## src/rtl/regfile_param_if.sv

```systemverilog
// Register-file port bundle: two write ports, two read ports and the Ready flag.
// The master side (core/bench) drives writes and read indexes; the slave side
// (the register file) returns read data and Ready.
interface regfile_param_if #(
    parameter int DATA_W = 32,
    parameter int ADDR_W = 5
) ();
    logic              Ready;
    logic              W_en0;
    logic              W_en1;
    logic [ADDR_W-1:0] Rd0;
    logic [ADDR_W-1:0] Rd1;
    logic [DATA_W-1:0] Wr_data0;
    logic [DATA_W-1:0] Wr_data1;
    logic [ADDR_W-1:0] Rs1;
    logic [ADDR_W-1:0] Rs2;
    logic [DATA_W-1:0] Rd_data1;
    logic [DATA_W-1:0] Rd_data2;

    modport master (
        output W_en0, W_en1, Rd0, Rd1, Wr_data0, Wr_data1, Rs1, Rs2,
        input  Ready, Rd_data1, Rd_data2
    );

    modport slave (
        input  W_en0, W_en1, Rd0, Rd1, Wr_data0, Wr_data1, Rs1, Rs2,
        output Ready, Rd_data1, Rd_data2
    );
endinterface

```

## src/rtl/regfile_param.sv

```systemverilog
// Parameterised 2-write / 2-read register file.
// After reset an INIT sweep zeroes every entry one per clock; only then does
// the block go live (Ready=1). Reads are combinational with optional
// same-cycle write forwarding and an optional hardwired-zero register 0.
module regfile_param #(
    parameter int DATA_W  = 32,
    parameter int ADDR_W  = 5,
    parameter int ZERO_R0 = 1,
    parameter int BYPASS  = 1
) (
    input  logic            clk,
    input  logic            rst_n,
    regfile_param_if.slave  bus
);
    localparam int NREG = 2 ** ADDR_W;

    typedef enum logic {
        ST_INIT = 1'b0,
        ST_RUN  = 1'b1
    } state_t;

    state_t            state_q;
    logic [ADDR_W-1:0] clr_idx_q;
    logic              ready_q;
    logic [DATA_W-1:0] regs_q [NREG];

    // Per-port write request, index and data gathered into arrays so the
    // two ports can be handled uniformly below.
    logic [1:0]        wr_req;
    logic [1:0]        wr_en;
    logic [ADDR_W-1:0] wr_idx [2];
    logic [DATA_W-1:0] wr_dat [2];
    logic [ADDR_W-1:0] rd_idx [2];

    assign wr_req    = {bus.W_en1, bus.W_en0};
    assign wr_idx[0] = bus.Rd0;
    assign wr_idx[1] = bus.Rd1;
    assign wr_dat[0] = bus.Wr_data0;
    assign wr_dat[1] = bus.Wr_data1;
    assign rd_idx[0] = bus.Rs1;
    assign rd_idx[1] = bus.Rs2;

    genvar gi;

    // A write is effective only while live and when it does not target a
    // hardwired-zero register 0.
    generate
        for (gi = 0; gi < 2; gi++) begin : g_wr
            assign wr_en[gi] = wr_req[gi] && (state_q == ST_RUN) &&
                               !((ZERO_R0 != 0) && (wr_idx[gi] == '0));
        end
    endgenerate

    // Control FSM: INIT sweeps clr_idx across every entry, then RUN forever.
    always_ff @(posedge clk or negedge rst_n) begin
        if (!rst_n) begin
            state_q   <= ST_INIT;
            clr_idx_q <= '0;
            ready_q   <= 1'b0;
        end else if (state_q == ST_INIT) begin
            if (clr_idx_q == {ADDR_W{1'b1}}) begin
                clr_idx_q <= '0;
                state_q   <= ST_RUN;
                ready_q   <= 1'b1;
            end else begin
                clr_idx_q <= clr_idx_q + 1'b1;
            end
        end else begin
            ready_q <= 1'b1;
        end
    end

    // Storage: no reset of its own; it is zeroed only by the INIT sweep.
    // Writes are held off while rst_n is low so a long reset cannot touch it.
    // Port 1 is applied last so it wins a same-index collision.
    always_ff @(posedge clk) begin
        if (rst_n) begin
            if (state_q == ST_INIT) begin
                regs_q[clr_idx_q] <= '0;
            end else begin
                if (wr_en[0]) regs_q[wr_idx[0]] <= wr_dat[0];
                if (wr_en[1]) regs_q[wr_idx[1]] <= wr_dat[1];
            end
        end
    end

    // Read ports: stored value, optionally overridden by this cycle's write
    // (port 1 over port 0); forced to zero while not live or for zero-r0.
    generate
        for (gi = 0; gi < 2; gi++) begin : g_rd
            logic [DATA_W-1:0] rd_val;

            always_comb begin
                rd_val = regs_q[rd_idx[gi]];
                if (BYPASS != 0) begin
                    if (wr_en[0] && (wr_idx[0] == rd_idx[gi])) rd_val = wr_dat[0];
                    if (wr_en[1] && (wr_idx[1] == rd_idx[gi])) rd_val = wr_dat[1];
                end
                if ((state_q != ST_RUN) || ((ZERO_R0 != 0) && (rd_idx[gi] == '0)))
                    rd_val = '0;
            end
        end
    endgenerate

    assign bus.Rd_data1 = g_rd[0].rd_val;
    assign bus.Rd_data2 = g_rd[1].rd_val;
    assign bus.Ready    = ready_q;

endmodule

```

## src/flat_wrapper.sv

```systemverilog
// flat-port wrapper written by rule: the top's interface ports become plain ports
module regfile_param_flat 
#(
    parameter int DATA_W  = 32,
    parameter int ADDR_W  = 5,
    parameter int ZERO_R0 = 1,
    parameter int BYPASS  = 1
)
  (clk, rst_n, bus_W_en0, bus_W_en1, bus_Rd0, bus_Rd1, bus_Wr_data0, bus_Wr_data1, bus_Rs1, bus_Rs2, bus_Ready, bus_Rd_data1, bus_Rd_data2);
  regfile_param_if #(.DATA_W(DATA_W), .ADDR_W(ADDR_W)) bus_i ();
  input  logic clk;
  input  logic rst_n;
  input wire logic [$bits(bus_i.W_en0)-1:0] bus_W_en0;
  input wire logic [$bits(bus_i.W_en1)-1:0] bus_W_en1;
  input wire logic [$bits(bus_i.Rd0)-1:0] bus_Rd0;
  input wire logic [$bits(bus_i.Rd1)-1:0] bus_Rd1;
  input wire logic [$bits(bus_i.Wr_data0)-1:0] bus_Wr_data0;
  input wire logic [$bits(bus_i.Wr_data1)-1:0] bus_Wr_data1;
  input wire logic [$bits(bus_i.Rs1)-1:0] bus_Rs1;
  input wire logic [$bits(bus_i.Rs2)-1:0] bus_Rs2;
  output wire logic [$bits(bus_i.Ready)-1:0] bus_Ready;
  output wire logic [$bits(bus_i.Rd_data1)-1:0] bus_Rd_data1;
  output wire logic [$bits(bus_i.Rd_data2)-1:0] bus_Rd_data2;
  assign bus_i.W_en0 = bus_W_en0;
  assign bus_i.W_en1 = bus_W_en1;
  assign bus_i.Rd0 = bus_Rd0;
  assign bus_i.Rd1 = bus_Rd1;
  assign bus_i.Wr_data0 = bus_Wr_data0;
  assign bus_i.Wr_data1 = bus_Wr_data1;
  assign bus_i.Rs1 = bus_Rs1;
  assign bus_i.Rs2 = bus_Rs2;
  assign bus_Ready = bus_i.Ready;
  assign bus_Rd_data1 = bus_i.Rd_data1;
  assign bus_Rd_data2 = bus_i.Rd_data2;
  regfile_param #(.DATA_W(DATA_W), .ADDR_W(ADDR_W), .ZERO_R0(ZERO_R0), .BYPASS(BYPASS)) u_core (.clk(clk), .rst_n(rst_n), .bus(bus_i));
endmodule
```

## config.mk

```make
export PLATFORM = sky130hd
export DESIGN_NAME = regfile_param_flat
export DESIGN_NICKNAME = d
export VERILOG_FILES = /design/src/rtl/regfile_param_if.sv /design/src/rtl/regfile_param.sv /design/src/flat_wrapper.sv
export SDC_FILE = /design/constraint.sdc
export NUM_CORES = 2
export LEC_CHECK = 0
export BUFFER_PORTS_ARGS = -buffer_cell sky130_fd_sc_hd__buf_2
export CAP_MARGIN = 40
export CORE_AREA = 2 2 444 557
export DETAILED_ROUTE_END_ITERATION = 10
export DIE_AREA = 0 0 446 559
export SYNTH_ARGS = -nofsm -noshare
export SYNTH_HDL_FRONTEND = slang
export SYNTH_SLANG_ARGS = --single-unit
```

## constraint.sdc

```tcl
create_clock -name clk -period 4.9 [get_ports clk]
set_input_delay 0.98 -clock clk [delete_from_list [all_inputs] [get_ports clk]]
set_output_delay 0.98 -clock clk [all_outputs]
set_load 0.05 [all_outputs]
```

# After elaboration in Yosys (flattened, before gate mapping)
# Memory sizes are Yosys's and may differ from the RTL's.
# Index checks and enable logic that the tools add are counted.
# W data, S select, Z words.
[op_classes]
n_addsub = 1
mux = 25
n_mul = 0
n_div = 0
n_bitwise = 1
n_shift = 0
magnitude_cmp = 0
n_reduce_logical = 18
eq_ne = 5
[ops]
columns = ["op", "count"]
rows = [
  ["$mux W32", 7],
  ["$reduce_or A32 Y1", 1],
  ["$eq A5 B5 Y1", 4],
  ["$logic_not A5 Y1", 4],
  ["$mux W1", 16],
  ["$mux W5", 2],
  ["$logic_and A1 B1 Y1", 8],
  ["$add A5 B1 Y5 const B", 1],
  ["$eq A5 B5 Y1 const B", 1],
  ["$logic_not A1 Y1", 2],
  ["$logic_or A1 B1 Y1", 2],
  ["$reduce_bool A2 Y1", 1],
  ["$not A1 Y1", 1],
]
[word_totals]
mem_bits_ro = 0
ramBits = 1024
input_bits = 88
output_inout_bits = 65
latchBits = 0
memories = 1
ff_bits = 7
[memory_table]
columns = ["memory", "depth", "width", "rd", "rd_ports_with_merged_regs", "write_ports", "line_no", "rtl"]
rows = [
  ["u_core.regs_q", 32, 32, 2, 0, 2, "regfile_param.sv:25", "logic [DATA_W-1:0] regs_q [NREG];"],
]

# Longest topological paths before layout
[depth]
word_depth = 9
depth_mapped = 9
depth_no_buf = 6

# Worst setup path before layout
# OpenSTA, ideal clock, no wires.
[synth_path]
path_type = "input to register"
startpoint = "input port bus_Rd0[2]"
endpoint = "memory u_core.regs_q[19][0], enable pin"
arrival_ns = 4.168
path_buffers = 3
setup_slack_ns = 0.299
stages = 8
path_cell_list = "buf_2 > or4_4 > o2111a_1 > buf_6 > buf_6 > nor2_1 > o21ai_4 > o22ai_1"
[synth_lines]
columns = ["item", "line_no", "rtl"]
rows = [
  ["start: declaration", "flat_wrapper.sv:15", "input wire logic [$bits(bus_i.Rd0)-1:0] bus_Rd0;"],
  ["end: declaration", "regfile_param.sv:25", ""],
]

# Final worst setup path
[layout_path]
startpoint = "input port bus_Rs2[1]"
endpoint = "output port bus_Rd_data2[30]"
[layout_via]
elab_chain_len = 5
word_cells_on_any_way = 10
classes_between = "2 x eq/ne; 3 x mux; 4 x reduce/logical; 1 x memory"
[layout_lines]
columns = ["item", "line_no", "rtl"]
rows = [
  ["start: declaration", "flat_wrapper.sv:20", "input wire logic [$bits(bus_i.Rs2)-1:0] bus_Rs2;"],
  ["parallel branches: the longest is 4 deep, another holds $mem_v2 Z32 W32", "--", ""],
  ["$mux W32 (*)", "regfile_param.sv:99", "if ((state_q != ST_RUN) || ((ZERO_R0 != 0) && (rd_idx[gi] == '0)))"],
  ["end: declaration", "flat_wrapper.sv:23", "output wire logic [$bits(bus_i.Rd_data2)-1:0] bus_Rd_data2;"],
]
# Mark *: on every way between the ends.

==> flow_metrics.py <==
metrics = {
    "synth": {
        "synth_cell_types": 62,
        "synth-compound-area-share": 0.138,
        "synth_top_cell_area_share": 0.506,
        "synth-xor-area-share": 0.00274,
        "synth-edff-count": 1024,
        "ys_seq_elements": 1031,
        "synth-simple-area-share": 0.0971,
        "synthCells": 5700,
        "ys_dominant_reg_cell": "edfxtp_1",
        "synth_warnings": 0,
        "ys_seq_area_frac": 0.509,
        "synth_largest_area_cell": "edfxtp_1",
        "synthMuxAreaShare": 0.203,
        "synthAdderAreaFrac": 0.000412,
        "async_reset_ff_frac": 0.00679,
        "netlist_top_cells_area": "edfxtp_1 51%, mux2i_1 9.4%, o21ai_0 8.7%, nand2_1 6.4%, mux2_2 5.9%",
        "syn_nets": 5790,
        "synth.avg_cell_area_um2": 10.7,
        "synth_top_family_by_area": "multiplexers",
        "synth_area_um2": 60800,
    },
    "grt": {
        "antenna_found_initial": 39,
        "grt_pass1_wl_um": 348000,
        "gr-total-overflow": 0,
        "grt_max_degree": 66,
        "grt_pass1_vias": 48188,
        "grt_usage": 0.193,
    },
    "placed_design": {
        "io_buffers": 152,
        "dpl-instance-area_um2": 67000,
        "post-dp-hpwl_um": 156000,
        "dp_worst_setup_slack_ps": 5.49,
        "routabilityCongestion": 0.915,
    },
    "sta": {
        "finalSetupViolCount": 1,
        "finalWorstSetupSlack_ps": -54.4,
        "fmaxAchievable_mhz": 202,
        "worst_pin_slew_ps": 984,
        "rsz0062_at_grt": "no",
        "timing.hold.ws_ps": 131,
        "setup_tns_ps": -54.4,
        "fin_crit_sh": 1.01,
        "finalMaxSlewViolations": 0,
        "period_needed_ps": 4950,
        "finalHoldViolations": 0,
        "skew_ps": 27.2,
        "relSlewSlack": 0.344,
    },
    "final_layout": {
        "design_area_um2": 70200,
        "area_growth_syn_to_layout_pct": 15.6,
        "fin_nets": 5665,
        "drive_above_1_share": 0.208,
    },
    "floorplanning": {
        "pin_count": 153,
        "die_x_um": 446,
        "core_um2": 244000,
        "num_rows": 203,
        "start_util": 0.249,
        "die_y_um": 559,
        "fp.dieArea_um2": 249000,
    },
    "power": {
        "power.density_nw_per_um2": 286,
        "power_frac_comb": 0.123,
        "clockPowerShare": 0.394,
        "fin_total_pwr_mw": 20.1,
        "pwr-share-seq": 0.483,
        "internal_power_mw": 14.8,
        "switching_share": 0.264,
        "leakagePower_nw": 25.3,
        "irDropWorstVdd_v": 0.000276,
        "netSwitchingPower_mw": 5.30,
    },
    "setup_path": {
        "crit_type": "primary input to output port",
        "critPathMaxFanout": 22,
        "crit_path_end_kind": "output port",
        "arrival_ps": 3970,
        "required_ps": 3920,
        "crit_path_start_kind": "primary input",
    },
    "detailed_routing": {
        "vias_per_cell": 5.56,
        "routed-via-count": 49241,
        "drtAntennaViolNets": 0,
        "dr.pass1.iters": 6,
        "drt-wirelength-per-cell_um": 28.2,
        "drc_errors": 0,
        "drt_iter0_drc": 6148,
        "routed_wl_um": 250000,
    },
    "clock_tree": {
        "cts_root_buffer": "clkbuf_16",
        "cts_hold_buf": 0,
        "tritoncts": "done",
        "h-tree-depth": 3,
        "clock_path_buffers": 3,
        "cts.clk_slew.worst_paths_ps": 60,
        "cts_buffers": 101,
        "clock-sinks": 1031,
        "insertion_delay_ps": 760,
    },
    "min_path": {
        "worstHoldPathType": "primary input to async pin",
    },
    "run_status": {
        "violations": "setup timing",
        "outcome": "complete, but fails checks",
    },
    "run": {
        "maxCapViolations": 0,
    },
}
logic make-up after synthesis:
family	Yosys count
AOI/OAI and AO/OA	1527
xor gates and xnor gates	19
adders and majority gates	2
buffers and inverters	720
DFF	1031
muxes	1022
and+or+nand+nor	1379
registers in the layout, summed over array words and instances (netlist names):
| signal | count |
|---|---|
| u_core.regs_q | 1024 |
| u_core.clr_idx_q | 5 |
| u_core.bus.Ready | 1 |
| u_core.state_q | 1 |
final timing paths:
path / slack, ps / endpoint / depth (start not counted) / from
worst min-delay path: 130 / u_core.bus.Ready / 1 / rst_n
max in group asynchronous: 4540 / u_core.clr_idx_q[4] / 1 / rst_n
min in group clk: 520 / u_core.bus.Ready / 1 / u_core.bus.Ready
worst min register to register: 520 / u_core.bus.Ready / 1 / u_core.bus.Ready
worst max register to register: 1640 / u_core.regs_q[30][17] / 5 / u_core.state_q
worst max-delay path: -50 / bus_Rd_data2[30] / 9 / bus_Rs2[1]
synthesized netlist by cell type, types with 21 or more instances:
library cell / instances
o22ai_1: 391
nor3_1: 47
nor2_1: 117
nor4_1: 33
edfxtp_1: 1024
mux2i_1: 569
clkbuf_2: 21
a2111oi_0: 32
o21ai_0: 1062
inv_1: 27
nand2_1: 1032
or4_1: 66
buf_2: 148
mux4_2: 134
mux2_2: 318
buf_1: 63
clkbuf_1: 433
critical path, stage by stage:
cell       delay, ps
buf_6            290
buf_4            280
mux2i_1          290
a221oi_1         140
a2111o_1         400
a2111oi_0        820
buf_4            240
o21ai_0          250
buf_12           260
power by group through the flow:
| stage | sequential [mW] | combinational [mW] | clock, mW |
|---|---|---|---|
| after floorplan | 9.89 | 1.40 | 0 |
| after global placement | 9.89 | 2.36 | 0 |
| after detailed placement | 9.89 | 2.40 | 0 |
| after CTS | 9.70 | 2.40 | 7.92 |
| after global routing | 9.69 | 2.54 | 8.22 |
| final | 9.70 | 2.46 | 7.90 |
layout make-up:
type	instances	area, um2
antenna	12	30.0
timing repair buffer	455	4460
sequential	1031	30900
clock inverter	66	581
inverter	37	139
multi-input combinational	3949	27500
clock buffer	122	2630
tap	3177	3980
fill	24773	174000
stage by stage:
stage,instances,util
2_1_floorplan,5700,-
3_3_place_gp,8640,0.274
3_5_place_dp,8648,0.275
4_1_cts,8836,0.288
5_1_grt,8845,0.288
6_report,8849,0.288
routing by layer:
layer,GRT usage,share of wire
met4,0.140,0.082
met3,0.0440,0.10
met1,0.214,0.34
met2,0.322,0.48
met5,0,0.00069
placed cells by master (no fill, tap or decap), types with 20 or more instances in the layout:
master     count
edfxtp_1    1024
buf_12       100
clkbuf_1      20
or4_1         64
o22ai_1      375
clkbuf_16    102
nor4_1        30
o21ai_0     1062
a2111oi_0     25
nor3_1        32
buf_2        115
inv_1         27
clkinv_1      24
mux4_2       134
nor2_1       100
mux2i_1      569
nand2_1     1030
buf_4        230
mux2_2       318
what timing repair did:
| item | 4_1_cts | 5_1_grt |
|---|---|---|
| resized for setup | 2 | 6 |
| endpoints found under the setup margin | 2 | 6 |
| buffers inserted | 0 | 0 |
| gates cloned | 0 | 0 |
| pin swaps | 0 | 0 |
Power figures use the tool's default switching activity.
